[config.mk]
export PLATFORM = sky130hd
export DESIGN_NAME = lsu_mem_master_flat
export DESIGN_NICKNAME = d
export VERILOG_FILES = /design/src/rtl/lsu_mem_master_if.sv /design/src/rtl/lsu_mem_master.sv /design/src/flat_wrapper.sv
export SDC_FILE = /design/constraint.sdc
export NUM_CORES = 1
export LEC_CHECK = 0
export ABC_AREA = 1
export BUFFER_PORTS_ARGS = -buffer_cell sky130_fd_sc_hd__buf_2
export CORE_ASPECT_RATIO = 1.2
export CORE_MARGIN = 3
export CORE_UTILIZATION = 44
export DETAILED_ROUTE_END_ITERATION = 6
export PLACE_DENSITY = 0.71
export REMOVE_ABC_BUFFERS = 1
export SLEW_MARGIN = 15
export SYNTH_ARGS = -nofsm -noshare
export SYNTH_HDL_FRONTEND = slang
export SYNTH_SLANG_ARGS = --single-unit
[constraint.sdc]
create_clock -name clk -period 1.78 [get_ports clk]
set_clock_uncertainty 0.05 [all_clocks]
set_input_delay 0.178 -clock clk [delete_from_list [all_inputs] [get_ports clk]]
set_output_delay 0.178 -clock clk [all_outputs]
set_load 0.01 [all_outputs]
[src/rtl/lsu_mem_master_if.sv]
// Request/response and data-memory bus of the load/store unit.
// The master modport is the LSU's view; the slave modport is the core/memory side.
interface lsu_mem_master_if;
    logic        req_valid;
    logic        req_ready;
    logic        req_we;
    logic [2:0]  req_funct3;
    logic [31:0] req_addr;
    logic [31:0] req_wdata;
    logic        resp_valid;
    logic [31:0] resp_rdata;
    logic        resp_err;
    logic [31:0] mem_addr;
    logic [31:0] mem_wdata;
    logic        mem_we;
    logic [31:0] mem_rdata;

    modport master (
        input  req_valid, req_we, req_funct3, req_addr, req_wdata, mem_rdata,
        output req_ready, resp_valid, resp_rdata, resp_err, mem_addr, mem_wdata, mem_we
    );

    modport slave (
        output req_valid, req_we, req_funct3, req_addr, req_wdata, mem_rdata,
        input  req_ready, resp_valid, resp_rdata, resp_err, mem_addr, mem_wdata, mem_we
    );
endinterface

[src/rtl/lsu_mem_master.sv]
// RV32I load/store unit driving a single-port word-addressed memory; SB/SH via read-modify-write.
// Optional LSU_STATS_EN adds load/store/error response counters.
module lsu_mem_master #(
    parameter int unsigned MEM_WORDS = 1024
) (
    input  logic              clk,
    input  logic              rst,
    lsu_mem_master_if.master  bus
`ifdef LSU_STATS_EN
    ,
    output logic [31:0]       stat_loads,
    output logic [31:0]       stat_stores,
    output logic [31:0]       stat_errs
`endif
);

    typedef enum logic [2:0] {IDLE, LOAD, RMW_RD, WRITE, RESP} state_e;

    state_e      state_q, state_d;
    logic        we_q, we_d;
    logic [2:0]  f3_q, f3_d;
    logic [31:0] addr_q, addr_d;
    logic [31:0] data_q, data_d;
    logic [31:0] rdata_q, rdata_d;
    logic        err_q, err_d;

    function automatic logic req_error(input logic we, input logic [2:0] f3, input logic [31:0] a);
        logic illegal, misal, range_err;
        if (we) illegal = !(f3 == 3'b000 || f3 == 3'b001 || f3 == 3'b010);
        else    illegal = !(f3 == 3'b000 || f3 == 3'b001 || f3 == 3'b010 ||
                            f3 == 3'b100 || f3 == 3'b101);
        misal     = ((f3[1:0] == 2'b01) && a[0]) || ((f3[1:0] == 2'b10) && (a[1:0] != 2'b00));
        range_err = {2'b00, a[31:2]} >= 32'(MEM_WORDS);
        return illegal || misal || range_err;
    endfunction

    function automatic logic signed [31:0] load_extend(input logic [2:0] f3, input logic [1:0] lane,
                                                       input logic [31:0] word);
        logic [7:0]  b;
        logic [15:0] h;
        case (lane)
            2'd0:    b = word[7:0];
            2'd1:    b = word[15:8];
            2'd2:    b = word[23:16];
            default: b = word[31:24];
        endcase
        h = lane[1] ? word[31:16] : word[15:0];
        case (f3)
            3'b000:  return $signed({{24{b[7]}}, b});
            3'b100:  return $signed({24'b0, b});
            3'b001:  return $signed({{16{h[15]}}, h});
            3'b101:  return $signed({16'b0, h});
            default: return $signed(word);
        endcase
    endfunction

    function automatic logic [31:0] store_merge(input logic [2:0] f3, input logic [1:0] lane,
                                                input logic [31:0] old, input logic [31:0] wd);
        logic [31:0] w;
        w = old;
        case (f3)
            3'b000: begin
                case (lane)
                    2'd0:    w[7:0]   = wd[7:0];
                    2'd1:    w[15:8]  = wd[7:0];
                    2'd2:    w[23:16] = wd[7:0];
                    default: w[31:24] = wd[7:0];
                endcase
            end
            3'b001: begin
                if (lane[1]) w[31:16] = wd[15:0];
                else         w[15:0]  = wd[15:0];
            end
            default: w = wd;
        endcase
        return w;
    endfunction

    always_ff @(posedge clk) begin
        if (rst) begin
            state_q <= IDLE;
            we_q    <= 1'b0;
            f3_q    <= 3'b0;
            addr_q  <= 32'b0;
            data_q  <= 32'b0;
            rdata_q <= 32'b0;
            err_q   <= 1'b0;
        end else begin
            state_q <= state_d;
            we_q    <= we_d;
            f3_q    <= f3_d;
            addr_q  <= addr_d;
            data_q  <= data_d;
            rdata_q <= rdata_d;
            err_q   <= err_d;
        end
    end

    always_comb begin
        state_d = state_q;
        we_d    = we_q;
        f3_d    = f3_q;
        addr_d  = addr_q;
        data_d  = data_q;
        rdata_d = rdata_q;
        err_d   = err_q;
        unique case (state_q)
            IDLE: begin
                if (bus.req_valid) begin
                    we_d    = bus.req_we;
                    f3_d    = bus.req_funct3;
                    addr_d  = bus.req_addr;
                    data_d  = bus.req_wdata;
                    rdata_d = 32'b0;
                    err_d   = req_error(bus.req_we, bus.req_funct3, bus.req_addr);
                    if (err_d)                        state_d = RESP;
                    else if (!bus.req_we)             state_d = LOAD;
                    else if (bus.req_funct3 == 3'b010) state_d = WRITE;
                    else                              state_d = RMW_RD;
                end
            end
            LOAD: begin
                rdata_d = load_extend(f3_q, addr_q[1:0], bus.mem_rdata);
                state_d = RESP;
            end
            RMW_RD: begin
                data_d  = store_merge(f3_q, addr_q[1:0], bus.mem_rdata, data_q);
                state_d = WRITE;
            end
            WRITE:   state_d = RESP;
            RESP:    state_d = IDLE;
            default: state_d = IDLE;
        endcase
    end

    // Response fields are forced to zero except during the single RESP cycle.
    assign bus.req_ready  = (state_q == IDLE);
    assign bus.resp_valid = (state_q == RESP);
    assign bus.resp_rdata = (state_q == RESP) ? rdata_q : 32'b0;
    assign bus.resp_err   = (state_q == RESP) ? err_q : 1'b0;
    assign bus.mem_addr   = {2'b00, addr_q[31:2]};
    assign bus.mem_wdata  = (state_q == WRITE) ? data_q : 32'b0;
    assign bus.mem_we     = (state_q == WRITE) & ~rst;

`ifdef LSU_STATS_EN
    logic [31:0] loads_q, stores_q, errs_q;

    always_ff @(posedge clk) begin
        if (rst) begin
            loads_q  <= 32'b0;
            stores_q <= 32'b0;
            errs_q   <= 32'b0;
        end else if (state_q == RESP) begin
            if (err_q)     errs_q   <= errs_q + 32'd1;
            else if (we_q) stores_q <= stores_q + 32'd1;
            else           loads_q  <= loads_q + 32'd1;
        end
    end

    assign stat_loads  = loads_q;
    assign stat_stores = stores_q;
    assign stat_errs   = errs_q;
`endif

endmodule
[src/flat_wrapper.sv]
// flat-port wrapper written by rule: the top's interface ports become plain ports
module lsu_mem_master_flat 
#(
    parameter int unsigned MEM_WORDS = 1024
)
  (clk, rst, bus_req_valid, bus_req_we, bus_req_funct3, bus_req_addr, bus_req_wdata, bus_mem_rdata, bus_req_ready, bus_resp_valid, bus_resp_rdata, bus_resp_err, bus_mem_addr, bus_mem_wdata, bus_mem_we);
  lsu_mem_master_if bus_i ();
  input  logic clk;
  input  logic rst;
  input wire logic [$bits(bus_i.req_valid)-1:0] bus_req_valid;
  input wire logic [$bits(bus_i.req_we)-1:0] bus_req_we;
  input wire logic [$bits(bus_i.req_funct3)-1:0] bus_req_funct3;
  input wire logic [$bits(bus_i.req_addr)-1:0] bus_req_addr;
  input wire logic [$bits(bus_i.req_wdata)-1:0] bus_req_wdata;
  input wire logic [$bits(bus_i.mem_rdata)-1:0] bus_mem_rdata;
  output wire logic [$bits(bus_i.req_ready)-1:0] bus_req_ready;
  output wire logic [$bits(bus_i.resp_valid)-1:0] bus_resp_valid;
  output wire logic [$bits(bus_i.resp_rdata)-1:0] bus_resp_rdata;
  output wire logic [$bits(bus_i.resp_err)-1:0] bus_resp_err;
  output wire logic [$bits(bus_i.mem_addr)-1:0] bus_mem_addr;
  output wire logic [$bits(bus_i.mem_wdata)-1:0] bus_mem_wdata;
  output wire logic [$bits(bus_i.mem_we)-1:0] bus_mem_we;
  assign bus_i.req_valid = bus_req_valid;
  assign bus_i.req_we = bus_req_we;
  assign bus_i.req_funct3 = bus_req_funct3;
  assign bus_i.req_addr = bus_req_addr;
  assign bus_i.req_wdata = bus_req_wdata;
  assign bus_i.mem_rdata = bus_mem_rdata;
  assign bus_req_ready = bus_i.req_ready;
  assign bus_resp_valid = bus_i.resp_valid;
  assign bus_resp_rdata = bus_i.resp_rdata;
  assign bus_resp_err = bus_i.resp_err;
  assign bus_mem_addr = bus_i.mem_addr;
  assign bus_mem_wdata = bus_i.mem_wdata;
  assign bus_mem_we = bus_i.mem_we;
  lsu_mem_master #(.MEM_WORDS(MEM_WORDS)) u_core (.clk(clk), .rst(rst), .bus(bus_i));
endmodule
==> impl_results.md <==
- H-tree Lvls: 3
- Synthesized area per cell: 6.26 sq um
- Final Cell Area: 7390 sq um
- Slowest-stage cell, CP: dfxtp_1
- Residual DRC: 1
- DP Cell Count: 1281
- Net count, final: 1228
- Setup TNS: 0 ps
- Seq/Total Area, Yosys: 33.6%
- CTS sink cnt: 103
- Critical path launch point type: register
- Remaining antenna violation count: 0
- Global-route met3 utilization: 6.12%
- Total core area: 13500 sq um
- Worst path arrival time: 1480 ps
- Leak: 0.00351 uW
- Max Buffers Root-to-Sink: 2
- Via count: 6670
- Initial antenna violation count: 1
- Share of post-route cells with drive strength above 1: 25.1%
- TritonCTS clock tree: built
- Worst setup EP type: output pin
- Cell Area, Placed: 7030 sq um
- Power Density: 769 nW/um^2
- Fmax achieved: 586 MHz
- Detailed Place HPWL: 13900 um
- Cells along the critical path: inv_2, nor3_4, inv_2, buf_12, nor2_1, buf_2
- GR peak layer: met2
- Chip Width: 114 um
- All-layer global routing usage: 24.1%
- P&R area growth vs syn: 20.2%
- Global-route wire length before repair: 29900 um
- Failing checks: design-rule violations
- RSZ-0062 raised after global routing: yes
- Final Cycle Share: 95.8%
- Critical path's largest stage delay: 350 ps
- Status: finished with violations
- Met2 Usage GRT: 41.9%
- Critical Path Fanout Max: 32
- DR pass1 iterations: 7
- Most used cell, CP: inv_2
- Antenna fix cells: 0
- Pre-CTS setup slack: 178 ps
- Critical path class: reg -> out
- Number of synthesized register bits: 103
- Die area: 15400 sq um
- PnR worst setup slack: 74.8 ps
- Pin count of the biggest net entering global routing: 64
- Distinct cells, synth: 31
- Max_cap viols: 0
- VDD IR max: 383 uV
- Cells after Synth: 981
- Synth warn: 0
- Grt total ovfl: 0
- Die H: 135 um
- Number of setup violations in the final report: 0
- Final Hold Viols: 0
- GPL Wtd Cong: 0.900
- DR vias/cell: 5.14
- Postcts setup bufs: 0
- Initial Util: 45.6%
- Initial drt markers: 447
- Number of global-route vias before repair: 6138
- CP delay by family, top: buffers and inverters
- # IOs: 203
- Worst EP required: 1550 ps
- Final WL: 18800 um
- Fill cell count: 1451
- Total CTS buffers: 9
- Non-Filler Instances: 1298
- Hold WC Path Type: in -> reg
- Clock Latency Late Sink: 350 ps
- Minimum clock period: 1710 ps
- Clock transition at path regs: 70 ps
- Worst Path Buf+Inv: 4
- Routed wire length per instance: 14.5 um
- Met1 GRT Util: 28.8%
- Synth Cell Area: 6140 sq um
- Final slew viol count: 0
- # port buffers: 200
- Root Buffer: clkbuf_16
- Rows: 46
-- report_power, final --
part           switching (uW)  leakage, uW  internal, uW
logic                     703      0.00251           382
registers                65.3     0.000845          2420
clock network             881     0.000151          1230
-- cells by family (layout without fill, tap and decap cells) --
group                  Yosys count  count (layout)  synth area share [%]
other                            1               2                0.0610
AOI/OAI and AO/OA              214             214                  19.7
DFF                            103             103                  33.6
and+or+nand+nor                473             474                  31.5
buffers and inverters          190             337                  15.2
-- repair_timing --
item | CTS | global route
endpoints found under the setup margin | 6 | 45
gates resized for setup | 1 | 13
pin swaps | 0 | 2
cloned | 0 | 1
hold buffers | 0 | 0
-- layer usage --
| metal | routed length, um | share of wire, % | up-vias |
|---|---|---|---|
| met5 | 7 | 0.037 | - |
| met4 | 466 | 2.5 | 2 |
| met3 | 1830 | 9.7 | 34 |
| met2 | 9110 | 48 | 270 |
| met1 | 7430 | 39 | 3016 |
| li1 | - | - | 3348 |
-- metrics by stage --
step	power (uW)	util (%)	hold slack (ps)
detailed placement	3610	52.2	384
CTS	5690	54.5	13.7
global placement	3590	52.2	378
global route	5950	54.8	18.2
floorplan	3140	-	197
finish	5680	54.8	17.3
-- final timing paths --
check,from,end,slack [ps],cells past startpoint
worst max-delay path,u_core.state_q[2]$_SDFFE_PP0N_,bus_resp_rdata[28],70,6
worst min-delay path,bus_req_addr[7],u_core.addr_q[7]$_SDFFE_PP0P_,20,3
worst max register to register,u_core.state_q[0]$_SDFFE_PP0N_,u_core.data_q[27]$_SDFFE_PP0P_,130,8
worst min register to register,u_core.rdata_q[20]$_SDFFE_PP0P_,u_core.rdata_q[20]$_SDFFE_PP0P_,410,2
-- registers in the layout (all words and copies together) (netlist names) --
register	count
u_core.addr_q	32
u_core.data_q	32
u_core.rdata_q	32
u_core.f3_q	3
u_core.state_q	3
u_core.err_q	1
-- placed cells by master (no fill, tap or decap), types with 3 or more instances in the layout --
| cell type | instances |
|---|---|
| nand2_1 | 281 |
| o211ai_1 | 38 |
| buf_2 | 200 |
| nand3_1 | 30 |
| buf_12 | 5 |
| clkbuf_1 | 3 |
| nor2_4 | 4 |
| nor2_1 | 132 |
| a21oi_1 | 120 |
| buf_4 | 16 |
| clkbuf_16 | 9 |
| nand2_4 | 5 |
| o21ai_0 | 43 |
| inv_2 | 7 |
| dfxtp_1 | 101 |
| nand2_2 | 5 |
| a21oi_2 | 10 |
| nor2_2 | 7 |
| inv_1 | 89 |
-- final cells by class --
type	instances	area, sq um	share of cell area, %
multi-input combinational	690	3200	43.3
sequential	103	2060	28.0
timing repair buffer	222	1230	16.7
inverter	99	377	5.10
clock buffer	12	236	3.20
tap	168	210	2.85
clock inverter	4	70.1	0.949
-- tightest hold or removal path, cell delays in order --
cell     delay (ps)
buf_2            90
nand2_1          50
a21oi_1          50
-- cell usage after synthesis, drive strengths merged --
master | count | area share (%)
nor2 | 143 | 9.2
clkbuf | 25 | 1.5
a21oi | 130 | 11
conb | 1 | 0.061
inv | 97 | 6.0
clkinv | 2 | 0.12
o21ai | 44 | 3.6
or2 | 2 | 0.20
dfxtp | 103 | 34
nand3b | 1 | 0.12
buf | 66 | 7.5
nand3 | 33 | 3.2
nand2 | 291 | 19
and2 | 2 | 0.20
o21bai | 1 | 0.12
o22ai | 1 | 0.10
o211ai | 38 | 4.6
nor3 | 1 | 0.081
Note: power is estimated with default switching activity, not from simulation.
